==> config.mk <==
export PLATFORM = sky130hd
export DESIGN_NAME = conv_mac_sequencer_flat
export DESIGN_NICKNAME = d
export VERILOG_FILES = /design/src/rtl/conv_mac_sequencer_if.sv /design/src/rtl/conv_mac_sequencer.sv /design/src/flat_wrapper.sv
export SDC_FILE = /design/constraint.sdc
export NUM_CORES = 1
export LEC_CHECK = 0
export ABC_AREA = 1
export CORE_ASPECT_RATIO = 0.9
export CORE_MARGIN = 3
export CORE_UTILIZATION = 50
export DETAILED_ROUTE_END_ITERATION = 10
export PLACE_DENSITY = 0.78
export REMOVE_ABC_BUFFERS = 1
export SLEW_MARGIN = 25
export SYNTH_ARGS = -nofsm -noshare
export SYNTH_HDL_FRONTEND = slang
export SYNTH_SLANG_ARGS = --single-unit
==> constraint.sdc <==
create_clock -name clk -period 4.11 [get_ports clk]
set_input_delay 0.822 -clock clk [delete_from_list [all_inputs] [get_ports clk]]
set_output_delay 0.822 -clock clk [all_outputs]
set_load 0.005 [all_outputs]
==> src/rtl/conv_mac_sequencer_if.sv <==
// Purpose : bundles the start/size control, x/h memory read ports and y memory write port of conv_mac_sequencer.
// Latency : none, wires only.
// Backpressure: none; memories are fixed one-cycle synchronous reads.
// Ports (slave = the sequencer, master = its environment):
//   start_i, size_x_i, size_h_i        run control and lengths N, M
//   x_addr_o/x_data_i, h_addr_o/h_data_i  sample memory read ports
//   y_we_o, y_addr_o, y_data_o         result memory write port
//   busy_o, done_o                     status
interface conv_mac_sequencer_if #(
    parameter int DATA_WIDTH   = 5,
    parameter int SAMPLE_WIDTH = 8,
    parameter int ACC_WIDTH    = 2*SAMPLE_WIDTH+DATA_WIDTH
);
    logic                    start_i;
    logic [DATA_WIDTH-1:0]   size_x_i;
    logic [DATA_WIDTH-1:0]   size_h_i;
    logic [DATA_WIDTH-1:0]   x_addr_o;
    logic [SAMPLE_WIDTH-1:0] x_data_i;
    logic [DATA_WIDTH-1:0]   h_addr_o;
    logic [SAMPLE_WIDTH-1:0] h_data_i;
    logic                    y_we_o;
    logic [DATA_WIDTH:0]     y_addr_o;
    logic [ACC_WIDTH-1:0]    y_data_o;
    logic                    busy_o;
    logic                    done_o;

    modport slave (
        input  start_i, size_x_i, size_h_i, x_data_i, h_data_i,
        output x_addr_o, h_addr_o, y_we_o, y_addr_o, y_data_o, busy_o, done_o
    );

    modport master (
        output start_i, size_x_i, size_h_i, x_data_i, h_data_i,
        input  x_addr_o, h_addr_o, y_we_o, y_addr_o, y_data_o, busy_o, done_o
    );
endinterface

==> src/rtl/conv_mac_sequencer.sv <==
// Purpose : 1-D convolution engine y[i] = sum_j x[j]*h[i-j]; walks i and j, reads x/h, accumulates, writes y[i].
// Latency : 1 (LOAD) + sum_i(2 + 2*taps_i) cycles after the accepted start, then a one-cycle done_o.
// Backpressure: none; start_i is ignored while busy_o is high and memories must return data one cycle after the address.
// Ports: clk, rstn (async active-low) plus the slave side of conv_mac_sequencer_if (see that file).
module conv_mac_sequencer #(
    parameter int DATA_WIDTH   = 5,
    parameter int SAMPLE_WIDTH = 8,
    parameter int ACC_WIDTH    = 2*SAMPLE_WIDTH+DATA_WIDTH
) (
    input  logic                  clk,
    input  logic                  rstn,
    conv_mac_sequencer_if.slave   bus
);

    localparam int IW = DATA_WIDTH + 1;   // i spans 0..N+M-2
    localparam int PW = 2 * SAMPLE_WIDTH;

    localparam logic [2:0] S_IDLE   = 3'd0;
    localparam logic [2:0] S_LOAD   = 3'd1;
    localparam logic [2:0] S_INIT_J = 3'd2;
    localparam logic [2:0] S_READ   = 3'd3;
    localparam logic [2:0] S_MAC    = 3'd4;
    localparam logic [2:0] S_WRITE  = 3'd5;
    localparam logic [2:0] S_DONE   = 3'd6;

    logic [2:0]            state;
    logic [DATA_WIDTH-1:0] n_q;
    logic [DATA_WIDTH-1:0] m_q;
    logic [IW-1:0]         i_q;
    logic [DATA_WIDTH-1:0] j_q;
    logic [DATA_WIDTH-1:0] j_end_q;
    logic [ACC_WIDTH-1:0]  acc_q;
    logic [DATA_WIDTH-1:0] x_addr_q;
    logic [DATA_WIDTH-1:0] h_addr_q;
    logic                  y_we_q;
    logic [IW-1:0]         y_addr_q;
    logic [ACC_WIDTH-1:0]  y_data_q;

    logic [IW-1:0]         n_ext;
    logic [IW-1:0]         m_ext;
    logic [IW-1:0]         i_last;
    logic [DATA_WIDTH-1:0] j_start_c;
    logic [DATA_WIDTH-1:0] j_end_c;
    logic [PW-1:0]         prod;
    logic [ACC_WIDTH-1:0]  acc_next;

    always_comb begin
        n_ext  = {1'b0, n_q};
        m_ext  = {1'b0, m_q};
        i_last = n_ext + m_ext - IW'(2);
        // j_start = max(0, i-(M-1)); written as i+1 >= M to stay unsigned.
        if (i_q + IW'(1) >= m_ext) begin
            j_start_c = DATA_WIDTH'(i_q + IW'(1) - m_ext);
        end else begin
            j_start_c = '0;
        end
        // j_end = min(i, N-1)
        if (i_q < n_ext - IW'(1)) begin
            j_end_c = DATA_WIDTH'(i_q);
        end else begin
            j_end_c = n_q - DATA_WIDTH'(1);
        end
        prod     = {{SAMPLE_WIDTH{1'b0}}, bus.x_data_i} * {{SAMPLE_WIDTH{1'b0}}, bus.h_data_i};
        acc_next = acc_q + {{(ACC_WIDTH-PW){1'b0}}, prod};
    end

    always_ff @(posedge clk or negedge rstn) begin
        if (!rstn) begin
            state    <= S_IDLE;
            n_q      <= '0;
            m_q      <= '0;
            i_q      <= '0;
            j_q      <= '0;
            j_end_q  <= '0;
            acc_q    <= '0;
            x_addr_q <= '0;
            h_addr_q <= '0;
            y_we_q   <= 1'b0;
            y_addr_q <= '0;
            y_data_q <= '0;
        end else begin
            y_we_q <= 1'b0;
            case (state)
                S_IDLE: begin
                    if (bus.start_i) begin
                        n_q   <= bus.size_x_i;
                        m_q   <= bus.size_h_i;
                        state <= S_LOAD;
                    end
                end
                S_LOAD: begin
                    i_q <= '0;
                    if (n_q == '0 || m_q == '0) begin
                        state <= S_DONE;
                    end else begin
                        state <= S_INIT_J;
                    end
                end
                S_INIT_J: begin
                    // Addresses are registered here so they are stable for the whole READ cycle.
                    j_q      <= j_start_c;
                    j_end_q  <= j_end_c;
                    acc_q    <= '0;
                    x_addr_q <= j_start_c;
                    h_addr_q <= DATA_WIDTH'(i_q - {1'b0, j_start_c});
                    state    <= S_READ;
                end
                S_READ: begin
                    state <= S_MAC;
                end
                S_MAC: begin
                    acc_q <= acc_next;
                    if (j_q == j_end_q) begin
                        // Result registers are loaded here so they hold until the next WRITE.
                        y_we_q   <= 1'b1;
                        y_addr_q <= i_q;
                        y_data_q <= acc_next;
                        state    <= S_WRITE;
                    end else begin
                        j_q      <= j_q + DATA_WIDTH'(1);
                        x_addr_q <= j_q + DATA_WIDTH'(1);
                        h_addr_q <= h_addr_q - DATA_WIDTH'(1);
                        state    <= S_READ;
                    end
                end
                S_WRITE: begin
                    if (i_q == i_last) begin
                        state <= S_DONE;
                    end else begin
                        i_q   <= i_q + IW'(1);
                        state <= S_INIT_J;
                    end
                end
                S_DONE: begin
                    state <= S_IDLE;
                end
                default: begin
                    state <= S_IDLE;
                end
            endcase
        end
    end

    assign bus.x_addr_o = x_addr_q;
    assign bus.h_addr_o = h_addr_q;
    assign bus.y_we_o   = y_we_q;
    assign bus.y_addr_o = y_addr_q;
    assign bus.y_data_o = y_data_q;
    assign bus.busy_o   = (state != S_IDLE);
    assign bus.done_o   = (state == S_DONE);

endmodule

==> src/flat_wrapper.sv <==
// flat-port wrapper written by rule: the top's interface ports become plain ports
module conv_mac_sequencer_flat 
#(
    parameter int DATA_WIDTH   = 5,
    parameter int SAMPLE_WIDTH = 8,
    parameter int ACC_WIDTH    = 2*SAMPLE_WIDTH+DATA_WIDTH
)
  (clk, rstn, bus_start_i, bus_size_x_i, bus_size_h_i, bus_x_data_i, bus_h_data_i, bus_x_addr_o, bus_h_addr_o, bus_y_we_o, bus_y_addr_o, bus_y_data_o, bus_busy_o, bus_done_o);
  conv_mac_sequencer_if #(.DATA_WIDTH(DATA_WIDTH), .SAMPLE_WIDTH(SAMPLE_WIDTH), .ACC_WIDTH(ACC_WIDTH)) bus_i ();
  input  logic clk;
  input  logic rstn;
  input wire logic [$bits(bus_i.start_i)-1:0] bus_start_i;
  input wire logic [$bits(bus_i.size_x_i)-1:0] bus_size_x_i;
  input wire logic [$bits(bus_i.size_h_i)-1:0] bus_size_h_i;
  input wire logic [$bits(bus_i.x_data_i)-1:0] bus_x_data_i;
  input wire logic [$bits(bus_i.h_data_i)-1:0] bus_h_data_i;
  output wire logic [$bits(bus_i.x_addr_o)-1:0] bus_x_addr_o;
  output wire logic [$bits(bus_i.h_addr_o)-1:0] bus_h_addr_o;
  output wire logic [$bits(bus_i.y_we_o)-1:0] bus_y_we_o;
  output wire logic [$bits(bus_i.y_addr_o)-1:0] bus_y_addr_o;
  output wire logic [$bits(bus_i.y_data_o)-1:0] bus_y_data_o;
  output wire logic [$bits(bus_i.busy_o)-1:0] bus_busy_o;
  output wire logic [$bits(bus_i.done_o)-1:0] bus_done_o;
  assign bus_i.start_i = bus_start_i;
  assign bus_i.size_x_i = bus_size_x_i;
  assign bus_i.size_h_i = bus_size_h_i;
  assign bus_i.x_data_i = bus_x_data_i;
  assign bus_i.h_data_i = bus_h_data_i;
  assign bus_x_addr_o = bus_i.x_addr_o;
  assign bus_h_addr_o = bus_i.h_addr_o;
  assign bus_y_we_o = bus_i.y_we_o;
  assign bus_y_addr_o = bus_i.y_addr_o;
  assign bus_y_data_o = bus_i.y_data_o;
  assign bus_busy_o = bus_i.busy_o;
  assign bus_done_o = bus_i.done_o;
  conv_mac_sequencer #(.DATA_WIDTH(DATA_WIDTH), .SAMPLE_WIDTH(SAMPLE_WIDTH), .ACC_WIDTH(ACC_WIDTH)) u_core (.clk(clk), .rstn(rstn), .bus(bus_i));
endmodule
==> out/metrics.cfg <==
[sta]
hold_ws_ns = 0.477
relSlewSlack = 0.468
rsz0062_at_grt = true
tightest_slew_ns = 0.798
post-route-period-util = 1.02
period_needed_ns = 4.19
maxSlewViolCount = 0
skew_ns = 0.00682
fmax_mhz = 239
hold_viol = 0
setup-tns-final_ns = -0.531
worst_slack_ns = -0.0791
setup_viol = 15

[layout]
final_area_um2 = 9550
area_growth_pct = 26.0
regArea_um2 = 2080
post-route-util = 0.647
multi_input_area_um2 = 4970
diodes = 0
final_nets = 1274
layout-drive-gt1-share = 0.197
fillerInstances = 1200

[critical_path]
path_cells = buf_4 -> nand2_1 -> inv_1 -> fa_1 -> fa_1 -> fa_1 -> inv_2 -> fa_1 -> inv_2 -> ha_4 -> nand2_2 -> inv_1 -> a21oi_4 -> nand2_4 -> xor2_1 -> buf_4 -> nand2_1 -> nand2_1
r2r.worst_path.cells = 18
end_kind = flip-flop
max_stage_delay_ns = 0.55
cp_common_cell = fa_1
slowest_stage = fa_1
cp.arrival_ns = 4.42
crit_required_ns = 4.34
path_max_fanout = 6
path_class = in -> reg
start_kind = input port

[synth]
synth_top_area_frac = 0.274
synth_ff_type = dfrtp_1
yosys.area_share.xor_xnor = 0.0289
postSynthAreaPerCell_um2 = 7.42
synth-seq-cells = 83
yosys-top-cells-count = nand2_1, inv_1, dfrtp_1
ys_seq_area_frac = 0.274
ys_async_sr_fraction = 1.00
synth_top_area_cell = dfrtp_1
synth_edf_count = 0
synth_area_leaders = dfrtp_1, nand2_1, fa_1
synthesis.area_um2 = 7580
synthAdderAreaFrac = 0.252
synth_cell_types = 32
synth_top_family_by_area = adder cells
yosys_warnings = 0
yosysMostFrequentCell = nand2_1
syn_inst = 1022
synth-simple-area-share = 0.245
synthMuxAreaShare = 0
synth_compound_area_frac = 0.0665

[routing]
drcViolationCount = 0
wl_met2_mm = 9.38
wl_met3_mm = 1.06
drt_iter0_markers = 433
ant_nets = 0
wire_per_inst_um = 14.6
routed-via-count = 6761
met1_length_mm = 8.45
first_pass_iters = 5
vias_per_cell = 5.09
drt-total-wl_mm = 19.4
routed.top_layer = met4

[grt]
grt_pass1_vias = 6780
antenna_found_initial = 0
grt_pass1_wl_mm = 32.2
grt_max_degree = 84
grt_usage = 0.241
gr-total-overflow = 0

[flow_run]
max_cap_violations = 0

[placed_design]
place.gp.congestion = 0.922
placed_cell_area_um2 = 8740
place_ws_ns = -1.08
hpwl_mm = 14.2
io_buffers = 68

[outcome]
violations = negative setup slack
status = finished with violations

[cts]
numCtsBuffers = 9
numClockSinks = 83
htree_levels = 3
clk_path_buf_depth = 2
tritoncts = built
root_buffer = clkbuf_16
clk-insertion-delay-late_ns = 0.34
hold_buffers = 0
clk_pin_slew_ns = 0.06

[die]
die_w_um = 136
initial_core_util = 0.514
rows = 42
coreArea_um2 = 14800
die_area_um2 = 16700
dieHeight_um = 123
ios = 69

[min_path]
min_path_type = reg -> reg
worstHoldPathCells = 2

[power]
power_density_nw_per_um2 = 877
peakVddDrop_uv = 503
p_leak_nw = 5.38

==> per-stage QoR <==
stage                     power, mW  instances
after detailed placement       6.25       1309
after global placement         6.12       1309
after CTS                      7.75       1325
after global routing           9.14       1327
after floorplan                4.42        991
final                          8.38       1327
==> cell families (layout without fill, tap and decap cells) <==
group | after synthesis | in the layout
adders and majority gates | 121 | 121
AOI/OAI and AO/OA | 84 | 84
DFF | 83 | 83
xor gates and xnor gates | 25 | 25
buffers and inverters | 257 | 364
and+or+nand+nor | 452 | 452
==> power breakdown <==
part | internal [mW] | switching, mW | leakage [nW]
logic | 2.63 | 3.45 | 4.13
clock network | 0.612 | 0.344 | 0.169
registers | 1.11 | 0.236 | 1.08
==> worst max-delay path, delay by kind of cell <==
| kind | cells | cell delay (ns) |
|---|---|---|
| compound gates | 1 | 0.19 |
| buf+inv | 6 | 0.50 |
| xor+xnor | 1 | 0.15 |
| simple gates | 5 | 0.39 |
| fa+ha+maj | 5 | 2.36 |
==> cells in the final DEF (no fill, tap or decap), types with 7 or more instances in the layout <==
cell type          n
a21oi_1           14
a21oi_2            7
buf_4             58
clkbuf_16          9
clkdlybuf4s50_1   51
dfrtp_1           83
fa_1              46
fa_2               7
ha_1              60
ha_4               8
inv_1            206
inv_2             18
nand2_1          273
nand2_2           35
nand2_4           12
nand3_1           51
nand3_2           16
nand4_1            8
nor2_1            36
o21ai_0           28
o21ai_2           15
o22ai_1           10
xor2_1            17
==> flip-flops by register name, indices dropped and copies added (netlist names) <==
| signal | count |
|---|---|
| u_core.j_end_q | 5 |
| u_core.n_q | 5 |
| u_core.acc_q | 21 |
| u_core.i_q | 6 |
| u_core.bus.y_data_o | 21 |
| u_core.bus.h_addr_o | 5 |
| u_core.j_q | 5 |
| u_core.m_q | 5 |
| u_core.bus.y_addr_o | 6 |
| u_core.bus.y_we_o | 1 |
| u_core.state | 3 |
==> final cells by class <==
type                    count  area share
repair buffers            122       0.111
inverters                 226      0.0893
flip-flops and latches     83       0.217
clock buffers              10      0.0250
well taps                 198      0.0259
clock inverters             6      0.0117
multi-input cells         682       0.520
==> path summary, 6_finish.rpt <==
path	slack, ns	to	startpoint
max in group asynchronous	3.03	u_core.n_q[2]	rstn
worst max register to register	0.23	u_core.acc_q[17]	u_core.acc_q[6]
min in group asynchronous	0.53	u_core.bus.y_data_o[13]	rstn
worst max-delay path	-0.08	u_core.acc_q[11]	bus_x_data_i[4]
worst min-delay path	0.48	u_core.bus.y_data_o[10]	u_core.bus.y_data_o[10]
worst min register to register	0.48	u_core.bus.y_data_o[10]	u_core.bus.y_data_o[10]
==> routing by layer <==
metal | track usage | up-vias
met4 | 0.0686 | 0
met3 | 0.0381 | 45
li1 | - | 3309
met5 | 0 | -
met2 | 0.415 | 172
met1 | 0.317 | 3235
==> repair_timing <==
item | in CTS | in global routing
setup endpoints to repair | 32 | 28
resized for setup | 135 | 74
pin swaps | 46 | 64
setup buffers | 0 | 2
Note: power is estimated with default switching activity, not from simulation.
